<file path="config.mk">
export PLATFORM = sky130hd
export DESIGN_NAME = mem_access_unit
export DESIGN_NICKNAME = d
export VERILOG_FILES = /design/src/rtl/mem_access_pkg.sv /design/src/rtl/load_extract.sv /design/src/rtl/mem_access_unit.sv
export SDC_FILE = /design/constraint.sdc
export NUM_CORES = 1
export LEC_CHECK = 0
export ABC_CLOCK_PERIOD_IN_PS = 3600
export CAP_MARGIN = 20
export CORE_MARGIN = 3
export CORE_UTILIZATION = 54
export DETAILED_ROUTE_END_ITERATION = 10
export DONT_BUFFER_PORTS = 1
export MAX_ROUTING_LAYER = met4
export PLACE_DENSITY = 0.69
export SLEW_MARGIN = 20
export SYNTH_ARGS = -nofsm -noshare
export SYNTH_HDL_FRONTEND = slang
export SYNTH_HIERARCHICAL = 1
export SYNTH_SLANG_ARGS = --single-unit
</file>
<file path="constraint.sdc">
create_clock -name clk -period 3.6 [get_ports clk]
set_input_delay 0.36 -clock clk [delete_from_list [all_inputs] [get_ports clk]]
set_output_delay 0.36 -clock clk [all_outputs]
set_load 0.01 [all_outputs]
</file>
<file path="src/rtl/mem_access_pkg.sv">
// rtl/mem_access_pkg.sv - shared types and constants for the load/store unit
package mem_access_pkg;

  // Access sequencer states
  typedef enum logic [1:0] {
    IDLE = 2'b00,
    WAIT = 2'b01,
    RESP = 2'b10
  } state_t;

  // RISC-V load/store funct3 encodings (stores use the B/H/W/D subset)
  localparam logic [2:0] F3_B  = 3'b000;
  localparam logic [2:0] F3_H  = 3'b001;
  localparam logic [2:0] F3_W  = 3'b010;
  localparam logic [2:0] F3_D  = 3'b011;
  localparam logic [2:0] F3_BU = 3'b100;
  localparam logic [2:0] F3_HU = 3'b101;
  localparam logic [2:0] F3_WU = 3'b110;

  // Fault codes reported alongside the fault pulse
  localparam logic [1:0] FAULT_NONE     = 2'b00;
  localparam logic [1:0] FAULT_MISALIGN = 2'b01;
  localparam logic [1:0] FAULT_TIMEOUT  = 2'b10;

endpackage

</file>
<file path="src/rtl/load_extract.sv">
// rtl/load_extract.sv - lane extraction and sign/zero extension of load data
module load_extract
  import mem_access_pkg::*;
#(
  parameter int XLEN = 32
) (
  input  logic [XLEN-1:0]            i_data,
  input  logic [$clog2(XLEN/8)-1:0]  i_offset,
  input  logic [2:0]                 i_funct3,
  output logic [XLEN-1:0]            o_result
);

  logic [XLEN-1:0] w_shifted;
  logic [XLEN-1:0] w_keep;
  logic            w_sign;

  // Bring the addressed byte lane down to bit 0
  assign w_shifted = i_data >> {i_offset, 3'b000};

  // Pick the kept width and the extension bit; funct3[2] selects zero extension
  always_comb begin
    w_keep = '1;
    w_sign = 1'b0;
    case (i_funct3[1:0])
      2'b00: begin
        w_keep = XLEN'(8'hFF);
        w_sign = w_shifted[7];
      end
      2'b01: begin
        w_keep = XLEN'(16'hFFFF);
        w_sign = w_shifted[15];
      end
      2'b10: begin
        w_keep = XLEN'(32'hFFFF_FFFF);
        w_sign = w_shifted[31];
      end
      default: begin
        w_keep = '1;
        w_sign = 1'b0;
      end
    endcase
    if (i_funct3[2]) begin
      w_sign = 1'b0;
    end
  end

  assign o_result = (w_shifted & w_keep) | ({XLEN{w_sign}} & ~w_keep);

endmodule

</file>
<file path="src/rtl/mem_access_unit.sv">
// rtl/mem_access_unit.sv - load/store unit between core datapath and MIO bus
module mem_access_unit
  import mem_access_pkg::*;
#(
  parameter int XLEN    = 32,
  parameter int ADDR_W  = 32,
  parameter int TIMEOUT = 255
) (
  input  logic                clk,
  input  logic                rst,
  input  logic                req_valid,
  input  logic                req_we,
  input  logic [2:0]          req_funct3,
  input  logic [ADDR_W-1:0]   req_addr,
  input  logic [XLEN-1:0]     req_wdata,
  output logic                stall,
  output logic                rsp_valid,
  output logic [XLEN-1:0]     rsp_rdata,
  output logic                fault,
  output logic [1:0]          fault_code,
  output logic                MemRW,
  output logic                CPU_MIO,
  output logic [ADDR_W-1:0]   Addr_out,
  output logic [XLEN-1:0]     Data_out,
  output logic [XLEN/8-1:0]   byte_en,
  input  logic [XLEN-1:0]     Data_in,
  input  logic                MIO_ready
);

  localparam int BE_W  = XLEN / 8;
  localparam int OFF_W = $clog2(BE_W);
  localparam int CNT_W = $clog2(TIMEOUT + 1);
  localparam logic [CNT_W-1:0] CNT_MAX = CNT_W'(TIMEOUT);

  state_t             r_state;
  logic [CNT_W-1:0]   r_cnt;
  logic               r_we;
  logic [2:0]         r_funct3;
  logic [OFF_W-1:0]   r_off;
  logic [ADDR_W-1:0]  r_addr;
  logic [XLEN-1:0]    r_wdata;
  logic [BE_W-1:0]    r_be;
  logic [XLEN-1:0]    r_rdata;
  logic               r_timeout;

  logic [OFF_W-1:0]   w_off;
  logic               w_legal;
  logic               w_misaligned;
  logic               w_start;
  logic               w_issue;
  logic               w_reject;
  logic [BE_W-1:0]    w_be;
  logic [XLEN-1:0]    w_wdata_sh;
  logic [ADDR_W-1:0]  w_addr_al;
  logic [XLEN-1:0]    w_ext;

  assign w_off     = req_addr[OFF_W-1:0];
  assign w_addr_al = {req_addr[ADDR_W-1:OFF_W], {OFF_W{1'b0}}};

  // Doubleword and LWU only exist on a 64-bit datapath; stores have no unsigned forms
  always_comb begin
    w_legal = 1'b0;
    case (req_funct3)
      F3_B, F3_H, F3_W: w_legal = 1'b1;
      F3_D:             w_legal = (XLEN == 64);
      F3_BU, F3_HU:     w_legal = !req_we;
      F3_WU:            w_legal = !req_we && (XLEN == 64);
      default:          w_legal = 1'b0;
    endcase
  end

  // Natural alignment check by access size
  always_comb begin
    w_misaligned = 1'b0;
    case (req_funct3[1:0])
      2'b01:   w_misaligned = req_addr[0];
      2'b10:   w_misaligned = |req_addr[1:0];
      2'b11:   w_misaligned = |req_addr[2:0];
      default: w_misaligned = 1'b0;
    endcase
  end

  // w_start feeds the sequencer; output copies are also gated by reset so the
  // bus stays quiet while rst is low even if the core presents a request
  assign w_start  = (r_state == IDLE) && req_valid && w_legal && !w_misaligned;
  assign w_issue  = w_start && rst;
  assign w_reject = (r_state == IDLE) && req_valid && !(w_legal && !w_misaligned) && rst;

  // Write lane enables; loads never assert byte_en
  always_comb begin
    w_be = '0;
    case (req_funct3[1:0])
      2'b00:   w_be = BE_W'(1) << w_off;
      2'b01:   w_be = BE_W'(3) << w_off;
      2'b10:   w_be = BE_W'(4'hF) << w_off;
      default: w_be = '1;
    endcase
    if (!req_we) begin
      w_be = '0;
    end
  end

  // Store data moved into its lane; load cycles keep the write bus at zero
  assign w_wdata_sh = req_we ? (req_wdata << {w_off, 3'b000}) : '0;

  load_extract #(
    .XLEN(XLEN)
  ) u_load_extract (
    .i_data   (r_rdata),
    .i_offset (r_off),
    .i_funct3 (r_funct3),
    .o_result (w_ext)
  );

  // Sequencer: latch on issue, count wait cycles, capture read data on ready
  always_ff @(posedge clk or negedge rst) begin
    if (!rst) begin
      r_state   <= IDLE;
      r_cnt     <= '0;
      r_we      <= 1'b0;
      r_funct3  <= '0;
      r_off     <= '0;
      r_addr    <= '0;
      r_wdata   <= '0;
      r_be      <= '0;
      r_rdata   <= '0;
      r_timeout <= 1'b0;
    end else begin
      case (r_state)
        IDLE: begin
          if (w_start) begin
            r_state   <= WAIT;
            r_cnt     <= '0;
            r_we      <= req_we;
            r_funct3  <= req_funct3;
            r_off     <= w_off;
            r_addr    <= w_addr_al;
            r_wdata   <= w_wdata_sh;
            r_be      <= w_be;
            r_rdata   <= '0;
            r_timeout <= 1'b0;
          end
        end
        WAIT: begin
          if (MIO_ready) begin
            if (!r_we) begin
              r_rdata <= Data_in;
            end
            r_state <= RESP;
          end else if (r_cnt == CNT_MAX) begin
            r_timeout <= 1'b1;
            r_state   <= RESP;
          end else begin
            r_cnt <= r_cnt + CNT_W'(1);
          end
        end
        RESP: begin
          r_state <= IDLE;
        end
        default: begin
          r_state <= IDLE;
        end
      endcase
    end
  end

  // Output decode: issue cycle is combinational from the request, later cycles from the latch
  always_comb begin
    stall      = 1'b0;
    CPU_MIO    = 1'b0;
    MemRW      = 1'b0;
    Addr_out   = '0;
    Data_out   = '0;
    byte_en    = '0;
    rsp_valid  = 1'b0;
    rsp_rdata  = '0;
    fault      = 1'b0;
    fault_code = FAULT_NONE;
    case (r_state)
      IDLE: begin
        if (w_issue) begin
          stall    = 1'b1;
          CPU_MIO  = 1'b1;
          MemRW    = req_we;
          Addr_out = w_addr_al;
          Data_out = w_wdata_sh;
          byte_en  = w_be;
        end else if (w_reject) begin
          fault      = 1'b1;
          fault_code = FAULT_MISALIGN;
        end
      end
      WAIT: begin
        stall    = 1'b1;
        CPU_MIO  = 1'b1;
        MemRW    = r_we;
        Addr_out = r_addr;
        Data_out = r_wdata;
        byte_en  = r_be;
      end
      RESP: begin
        rsp_valid = 1'b1;
        if (r_timeout) begin
          fault      = 1'b1;
          fault_code = FAULT_TIMEOUT;
        end else begin
          rsp_rdata = w_ext;
        end
      end
      default: begin
        stall = 1'b0;
      end
    endcase
  end

endmodule

</file>
# Word-level counts from Yosys, hierarchy flattened
# Cells that the tools add are included.
# totals
output_inout_bits	107
ff_bits	115
inputBits	104
elab_cells	108
# classes
muxes	45
shift	5
reduce_logical	24
n_eq_ne	19
n_addsub	1
bitwise	4
# op_table
op	count
2-to-1 mux 32 bit	8
case mux 32 bit (2 select lines)	4
AND 32 bit	2
NOT 32 bit	1
OR 32 bit	1
<< shifter 32 x 5 -> 32 bit	1
>> shifter 32 x 5 -> 32 bit	1
2-to-1 mux 8 bit	3
case mux 8 bit (2 select lines)	1
2-to-1 mux 1 bit	12
inequality test 2 bit (second input constant)	6
case mux 4 bit (3 select lines)	1
AND reduction 4 bit	3
case mux 1 bit (2 select lines)	5
adder 8 x 1 -> 8 bit (second input constant)	1
== test 2 bit (second input constant)	4
== test 8 bit (second input constant)	1
2-to-1 mux 2 bit	4
2-to-1 mux 4 bit	2
case mux 2 bit (2 select lines)	2
case mux 4 bit (2 select lines)	1
logical AND 1 bit	7
== test 2 x 1 -> 1 bit (second input constant)	3
== test 3 bit (second input constant)	2
other kinds (14)	22

# Longest topological paths before layout
# Gate-level depths: netlist of the first run.
# depth
ltp_word	10
mapped_depth	8
depth_no_buf	6

# Modules after synthesis
# The synthesis of the first run kept the hierarchy.
# modules_own_cells
mod	seq_area_each_um2	cells_per_inst	instances	area_per_inst_um2
mem_access_unit	2877.8	579	1	6120.9
load_extract	0.0	115	1	844.6

# Worst setup path before layout of the first run
# No wires, ideal clock.
# synth_timing
path_type	in2out
from	input port req_funct3[0]
to	output port Data_out[27]
path_slack_ns	1.349
path_buffers	1
t_arrival_ns	1.891
required_time_ns	3.240
path_stages	7
cell_sequence	inv_1 -> ha_1 -> a211oi_2 -> a211oi_4 -> or3_1 -> clkbuf_1 -> o21ai_0
# synth_via
elab_chain_cells	8
elab_cells_between_ends	18
classes_between	eq/ne: 7; mux: 4; reduce/logical: 7
# synth_rtl
item	line	text
start, declared	mem_access_unit.sv:13	input logic [2:0] req_funct3,
== test 3 x 1 -> 1 bit (tied with other cells)	mem_access_unit.sv:63	case (req_funct3)
OR reduction 3 bit / OR reduction 2 bit (equally long branches)	mem_access_unit.sv:63	
case mux 1 bit (2 select lines)	mem_access_unit.sv:63	
logical AND 1 bit	mem_access_unit.sv:85	assign w_start = (r_state == IDLE) && req_valid && w_legal && !w_misaligned;
logical AND 1 bit *	mem_access_unit.sv:85	
logical AND 1 bit *	mem_access_unit.sv:86	assign w_issue = w_start && rst;
2-to-1 mux 32 bit *	mem_access_unit.sv:181	if (w_issue) begin
case mux 32 bit (2 select lines) *	mem_access_unit.sv:179	case (r_state)
end, declared	mem_access_unit.sv:24	output logic [XLEN-1:0] Data_out,
# Every way passes the cells marked *; elsewhere a longest branch is shown, timed or not.

# Final worst setup path of the first run
# layout_timing
from	register r_state[1]
to	output port Data_out[17]
# layout_via
elab_chain_cells	7
elab_cells_between_ends	8
classes_between	eq/ne: 1; mux: 2; reduce/logical: 5
# layout_rtl
item	line	text
start, declared	mem_access_unit.sv:35	state_t r_state;
start signal, assigned	mem_access_unit.sv:118	r_state <= IDLE;
start signal, assigned	mem_access_unit.sv:132	r_state <= WAIT;
start signal, assigned	mem_access_unit.sv:149	r_state <= RESP;
logical NOT 2 bit	mem_access_unit.sv:85, mem_access_unit.sv:179	
logical AND 1 bit (3 in series)	mem_access_unit.sv:85	
logical AND 1 bit	mem_access_unit.sv:86	
2-to-1 mux 32 bit	mem_access_unit.sv:181	
case mux 32 bit (2 select lines) *	mem_access_unit.sv:179	
# Marked as above.

==> results of run 1 <==
==> timing repair <==
action / in CTS / in global routing
hold buffers: 2 / 0
endpoints found under the hold margin: 115 / 0
buffers inserted: 0 / 0
==> area by class of cell <==
class,instances,share of cell area
multi-input combinational,503,0.494
sequential,115,0.378
clock buffer,23,0.0641
tap,168,0.0276
clock inverter,8,0.0164
timing repair buffer,10,0.0145
inverter,10,0.00493
==> report_power, final <==
group	leakage [nW]	switching, mW	internal [mW]	total, mW
clock	0.288	0.588	1.15	1.74
sequential	1.49	0.416	1.72	2.14
combinational	1.42	0.813	0.682	1.49
total	3.19	1.82	3.56	5.38
==> how the worst min path moves through the flow <==
stage | endpoint | slack (ns) | from
floorplan | r_addr[10] | 0.06 | rst
global placement | r_cnt[3] | 0.07 | rst
detailed placement | r_cnt[6] | 0.07 | rst
CTS | r_addr[25] | 0.06 | req_addr[25]
global route | r_addr[9] | 0.06 | req_addr[9]
finish | r_addr[12] | 0.07 | req_addr[12]
==> state kept, by name, indices dropped and copies added, names as in the netlist <==
register	flops
r_funct3	3
r_off	2
r_state	2
r_be	4
r_wdata	32
r_timeout	1
r_rdata	32
r_addr	30
r_cnt	8
r_we	1
==> stage by stage <==
stage / instance area, µm² / hold slack [ns]
finish: 7620 / 0.0688
global route: 7620 / 0.0576
CTS: 7610 / 0.0580
detailed placement: 6960 / 0.0686
global placement: 6960 / 0.0687
floorplan: 6970 / 0.0644
==> per-layer routing <==
| metal | vias up | wire length, µm | track usage |
|---|---|---|---|
| li1 | 2494 | - | - |
| met4 | 0 | 484 | 0.112 |
| met2 | 255 | 8570 | 0.401 |
| met5 | - | 0 | - |
| met3 | 40 | 1460 | 0.0660 |
| met1 | 2642 | 7820 | 0.349 |
==> cell families after synthesis <==
logic type,share of synthesized area
flip-flops,0.413
adder cells (fa/ha/maj),0.0126
other,0.000538
multiplexers,0.156
AO/OA/AOI/OAI,0.243
AND/OR/NAND/NOR,0.125
buffers and inverters,0.0499
==> critical path, stage by stage (launching register included) <==
cell and delay [ns]:
dfrtp_1 0.45, nor3b_1 0.33, nand2_1 0.18, or3_1 0.70, o21ai_0 0.55
==> layout by cell type (no fill, tap or decap), drive strengths merged, types with 9 or more instances in the layout <==
cell / Yosys / layout
a211oi: 9 / 9
a21oi: 13 / 13
a22o: 79 / 79
and2: 43 / 43
buf: 30 / 9
clkbuf: 37 / 23
dfrtp: 115 / 115
inv: 10 / 10
mux2: 62 / 62
mux2i: 34 / 34
nand2: 59 / 59
nor2: 22 / 22
nor2b: 15 / 15
o211ai: 11 / 11
o21ai: 50 / 50
o31ai: 28 / 28
or2: 9 / 9
==> out/metrics.csv, run 1 <==
stage,metric,value,unit
sta,finalSetupViolCount,0,
route,dr.pass1.iters,5,
final_layout,multiInputGateArea,3770,µm²
sta,slew_headroom,0.480,
power_and_ir_drop,power,5.38,mW
power_and_ir_drop,irDropWorstVdd,0.376,mV
critical_path,critPathLaunch,r_state[1],
synthesis,yosys-top-cells-area,"dfrtp_1 (41%), a22o_1 (9.9%), mux2_1 (7.8%)",
sta,fin_setup_tns,0,ns
floorplanning,io_pins,211,
route,wirelength,18.3,mm
clock_tree,h-tree-depth,4,
sta,finalWorstSetupSlack,0.618,ns
route,post_drt_wl_per_cell,21.9,µm
clock_tree,cts_resized,0,
power_and_ir_drop,p_leak,3.19,nW
floorplanning,fp.dieW,120,µm
min_path,whs_path_depth,1,
route,drt_iter0_drc,462,
synthesis,synth_edf_count,0,
final_layout,area_growth,9.34,%
route,vias,5431,
critical_path,rrSetupSlack,1.39,ns
grt,grt_antenna_before_repair,0,
final_layout,layout-drive-gt1-share,0.117,
final_layout,antenna_cells,0,
synthesis,yosysWarnings,6,
sta,tightest_slew,0.780,ns
placement,pre_cts_slack,0.967,ns
placement,gp_congestion,0.864,
floorplanning,start_util,0.566,
final_layout,n_fill_cell,1033,
clock_tree,cts.sinks,115,
placement,port_buffers,0,
critical_path,critPathLaunchType,flip-flop,
critical_path,reg2reg_to,r_addr[3],
synthesis,async_flop_share,1.00,
min_path,min_path_type,input pin to flip-flop,
final_layout,post-route-util,0.619,
synthesis,ys_seq_area_frac,0.413,
critical_path,crit_required,3.24,ns
synthesis,synth_cell_type_count,52,
critical_path,critPathArrivalTime,2.62,ns
synthesis,synth.largest_area_cell,dfrtp_1,
critical_path,end_kind,primary output,
sta,skew,0.00729,ns
synthesis,syn_avg_cell_area,10.0,µm²
synthesis,synth_common_cells,"dfrtp_1 (115), a22o_1 (79), nand2_1 (59), mux2_1 (48), o21ai_0 (44)",
placement,hpwl,12.5,mm
grt,grt_pass1_wl,29.4,mm
route,drtAntennaViolNets,0,
clock_tree,clk_path_buf_depth,2,
sta,fin_crit_sh,0.828,
floorplanning,coreArea,12300,µm²
final_layout,instances_no_fill,837,
floorplanning,die_y,120,µm
placement,dp_cells,804,
power_and_ir_drop,p_per_area,706,nW/µm²
critical_path,critPathMaxFanout,21,
grt,grt_pass1_vias,5362,
flow_run,maxCapViolations,0,
route,vias_per_cell,6.49,
synthesis,ys_ff_latch,115,
sta,hold_violations,0,
sta,slew_violations,0,
grt,overflow,0,
critical_path,crit_end,Data_out[17],
synthesis,synth_top_area_frac,0.413,
synthesis,synth_ff_type,dfrtp_1,
critical_path,reg2reg_depth,6,
final_layout,seq_area,2880,µm²
clock_tree,path_clk_slew,0.05,ns
outcome,status,finished clean,
synthesis,synthCells,694,
floorplanning,dieArea,14300,µm²
route,drc_errors,0,
critical_path,worst_r2r_startpoint,r_state[1],
clock_tree,cts_tree,done,
floorplanning,fp-row-count,40,
clock_tree,cts_buffers,17,
grt,grt_max_degree,116,
synthesis,syn_area,6970,µm²
clock_tree,clk_latency,0.42,ns
critical_path,setup.worst_path.class,flip-flop to primary output,
grt,grtUsageTotal,0.267,
synthesis,synth.most_common_cell,dfrtp_1,
sta,finalCriticalPeriod,2.98,ns
sta,rsz0062_at_grt,false,
clock_tree,root_buffer,clkbuf_16,
sta,fmax,335,MHz
final_layout,num-nets-final,768,
No activity file was read; power rests on OpenSTA's default activity.
==> run 2: changes to the inputs <==
Settings changed: ABC_AREA set to 1, ABC_CLOCK_PERIOD_IN_PS 3600 to 2600, PLACE_DENSITY 0.69 to 0.72.
Clock period 3.6 ns to 2.6 ns, I/O delays scaled along.
==> run 2 against run 1 <==
The flow now finishes with violations (negative hold slack). Via count increased by 29%. Sequential cell count unchanged. Clock power rose by 33%. Non-clock buffer count up 83. Total power up 29%. Clock skew fell by 0.0018 ns.
==> out/metrics.csv, run 2 <==
stage,metric,value,unit
synthesis,syn_area,7110,µm²
route,drc_errors,0,
synthesis,synth_ff_type,dfrtp_1,
floorplanning,fp-row-count,41,
critical_path,crit_required,2.34,ns
outcome,status,"finished, violations left",
synthesis,synth_top_area_frac,0.405,
synthesis,synth_common_cells,"nand2_1 (348), dfrtp_1 (115), inv_1 (104), o21ai_1 (89), nor2_1 (88)",
synthesis,yosys-top-cells-area,"dfrtp_1 (40%), nand2_1 (18%), o21ai_1 (6.3%)",
critical_path,critPathLaunchType,flip-flop,
final_layout,layout_commonest_cell,nand2_1,
critical_path,end_kind,primary output,
floorplanning,io_pins,211,
power_and_ir_drop,p_sw,2.50,mW
sta,slew_headroom,0.546,
sta,tightest_slew,0.681,ns
synthesis,yosysWarnings,6,
grt,grt_antenna_before_repair,0,
final_layout,antenna_cells,0,
clock_tree,path_clk_slew,0.06,ns
power_and_ir_drop,power.internal,4.42,mW
flow_run,maxCapViolations,0,
grt,grt_max_degree,118,
critical_path,critPathArrivalTime,2.21,ns
clock_tree,postCtsSetupBuffers,0,
floorplanning,coreArea,12800,µm²
clock_tree,clk_path_buf_depth,2,
critical_path,setup.worst_path.class,flip-flop to primary output,
synthesis,async_flop_share,1.00,
final_layout,layout_common_cells,"nand2_1 (348), dfrtp_1 (114), inv_1 (104), o21ai_1 (89), nor2_1 (88)",
power_and_ir_drop,swShare,0.361,
placement,port_buffers,0,
route,post_drt_wl_per_cell,15.2,µm
critical_path,critPathMaxFanout,13,
sta,finalWorstSetupSlack,0.130,ns
sta,skew,0.00544,ns
sta,finalSetupViolCount,0,
power_and_ir_drop,power,6.93,mW
synthesis,ys_ff_latch,115,
placement,gp_congestion,0.883,
synthesis,ys_seq_area_frac,0.405,
sta,finalCriticalPeriod,2.47,ns
placement,hpwl,13.1,mm
outcome,violations,negative hold slack,
min_path,min_path_type,input pin to async pin,
synthesis,synth.most_common_cell,nand2_1,
synthesis,syn_avg_cell_area,6.73,µm²
clock_tree,cts.sinks,115,
sta,slew_violations,0,
floorplanning,fp.dieW,121,µm
power_and_ir_drop,irDropWorstVdd,0.511,mV
grt,grt_pass1_wl,31.8,mm
clock_tree,cts_buffers,17,
route,vias_per_cell,5.45,
clock_tree,h-tree-depth,4,
final_layout,post-route-util,0.657,
sta,rsz0062_at_grt,true,
route,drtAntennaViolNets,0,
placement,dp_cells,1202,
route,dr.pass1.iters,7,
final_layout,instances_no_fill,1283,
grt,grtUsageMet2,0.443,
final_layout,reg_top3,"r_rdata: 32 flops, r_wdata: 32 flops, r_addr: 30 flops",
power_and_ir_drop,seqPwrFrac,0.368,
power_and_ir_drop,p_leak,3.96,nW
synthesis,synth_edf_count,0,
route,drt_iter0_drc,679,
power_and_ir_drop,comb_power_share,0.297,
clock_tree,hold_buffers,49,
placement,pre_cts_slack,0.286,ns
final_layout,num-nets-final,1209,
grt,grtUsageMet1,0.343,
grt,overflow,0,
floorplanning,die_y,121,µm
clock_tree,clk_latency,0.42,ns
sta,whs,-0.472,ns
grt,grt_pass1_vias,6519,
route,wirelength,19.6,mm
clock_tree,cts_tree,done,
power_and_ir_drop,p_clk_frac,0.335,
grt,grt.busiest_layer,met2,
final_layout,area_growth,18.0,%
final_layout,layout-drive-gt1-share,0.0873,
power_and_ir_drop,p_per_area,825,nW/µm²
synthesis,synthCells,1057,
synthesis,synth_cell_type_count,34,
sta,fin_crit_sh,0.950,
sta,fmax,405,MHz
floorplanning,dieArea,14600,µm²
grt,met3_usage,0.0730,
route,vias,6994,
grt,grtUsageTotal,0.281,
clock_tree,root_buffer,clkbuf_16,
sta,hold_violations,115,
floorplanning,start_util,0.557,
synthesis,synth.largest_area_cell,dfrtp_1,
## run 2: cell types whose count changed after synthesis, moves of 30 or more
cell     before  now
o22ai_1       5   35
nand2_1      59  348
o21ai_1       6   89
a22o_1       79    0
nor2_1       20   88
inv_1        10  104
nand3_1       6   41
mux2i_1      34    0
and2_1       43    1
mux2_1       48    0
o21ai_0      44   78
## run 2: repair_timing
action,CTS,global route
setup endpoints to repair,0,30
resized for setup,0,1
hold endpoints to repair,164,115
## run 2: power groups by stage
| stage | registers (mW) | logic (mW) | clock network (mW) |
|---|---|---|---|
| floorplan | 2.47 | 1.63 | 0 |
| global placement | 2.55 | 1.93 | 0 |
| detailed placement | 2.57 | 1.97 | 0 |
| CTS | 2.54 | 2.05 | 2.36 |
| global route | 2.60 | 2.36 | 2.44 |
| finish | 2.55 | 2.06 | 2.32 |
## run 2: final cells by class
cell class | count | area (µm²)
clock buffers | 18 | 439
clock inverters | 14 | 151
fillers | 1178 | 4380
inverters | 112 | 420
multi-input cells | 759 | 3460
flip-flops and latches | 115 | 2880
well taps | 172 | 215
repair buffers | 93 | 833
## run 2: worst max-delay path: stages (launching register included)
cell	delay, ns
dfrtp_1	0.43
nor2_2	0.14
nand2_1	0.08
nor2_1	0.14
nand2_2	0.09
inv_2	0.09
nand2_1	0.22
buf_4	0.27
o21ai_0	0.18
buf_4	0.15
## run 2: through the flow
stage | setup TNS (ns) | area, µm²
after global routing | -0.105 | 8390
after global placement | 0 | 7310
final | 0 | 8390
after floorplan | 0 | 7120
after detailed placement | 0 | 7310
after CTS | 0 | 8390
## run 2: final timing paths
| check | depth (start not counted) | slack (ns) | end | start |
|---|---|---|---|---|
| max in group asynchronous | 0 | 2.92 | r_wdata[20] | rst |
| worst min-delay path | 0 | -0.47 | r_rdata[5] | rst |
| worst min register to register | 2 | 0.49 | r_wdata[17] | r_wdata[17] |
| worst max-delay path | 9 | 0.13 | Data_out[30] | r_state[0] |
| worst max register to register | 9 | 0.45 | r_rdata[18] | r_state[0] |
| min in group clk | 2 | 0 | r_rdata[21] | Data_in[21] |
## run 2: cell families (layout without fill, tap and decap cells)
kind of cell | count (synthesis) | in the layout | synth area share
DFF | 115 | 115 | 0.405
other | 1 | 2 | 0.000527
AOI/OAI and AO/OA | 248 | 248 | 0.187
and+or+nand+nor | 502 | 502 | 0.285
adders and majority gates | 7 | 7 | 0.0123
buffers and inverters | 184 | 237 | 0.110
## run 2: metal layers
layer / wire, µm / vias up
met3: 1380 / 45
met2: 9450 / 269
met1: 8150 / 3210
met4: 575 / 0
met5: 0 / -
li1: - / 3470
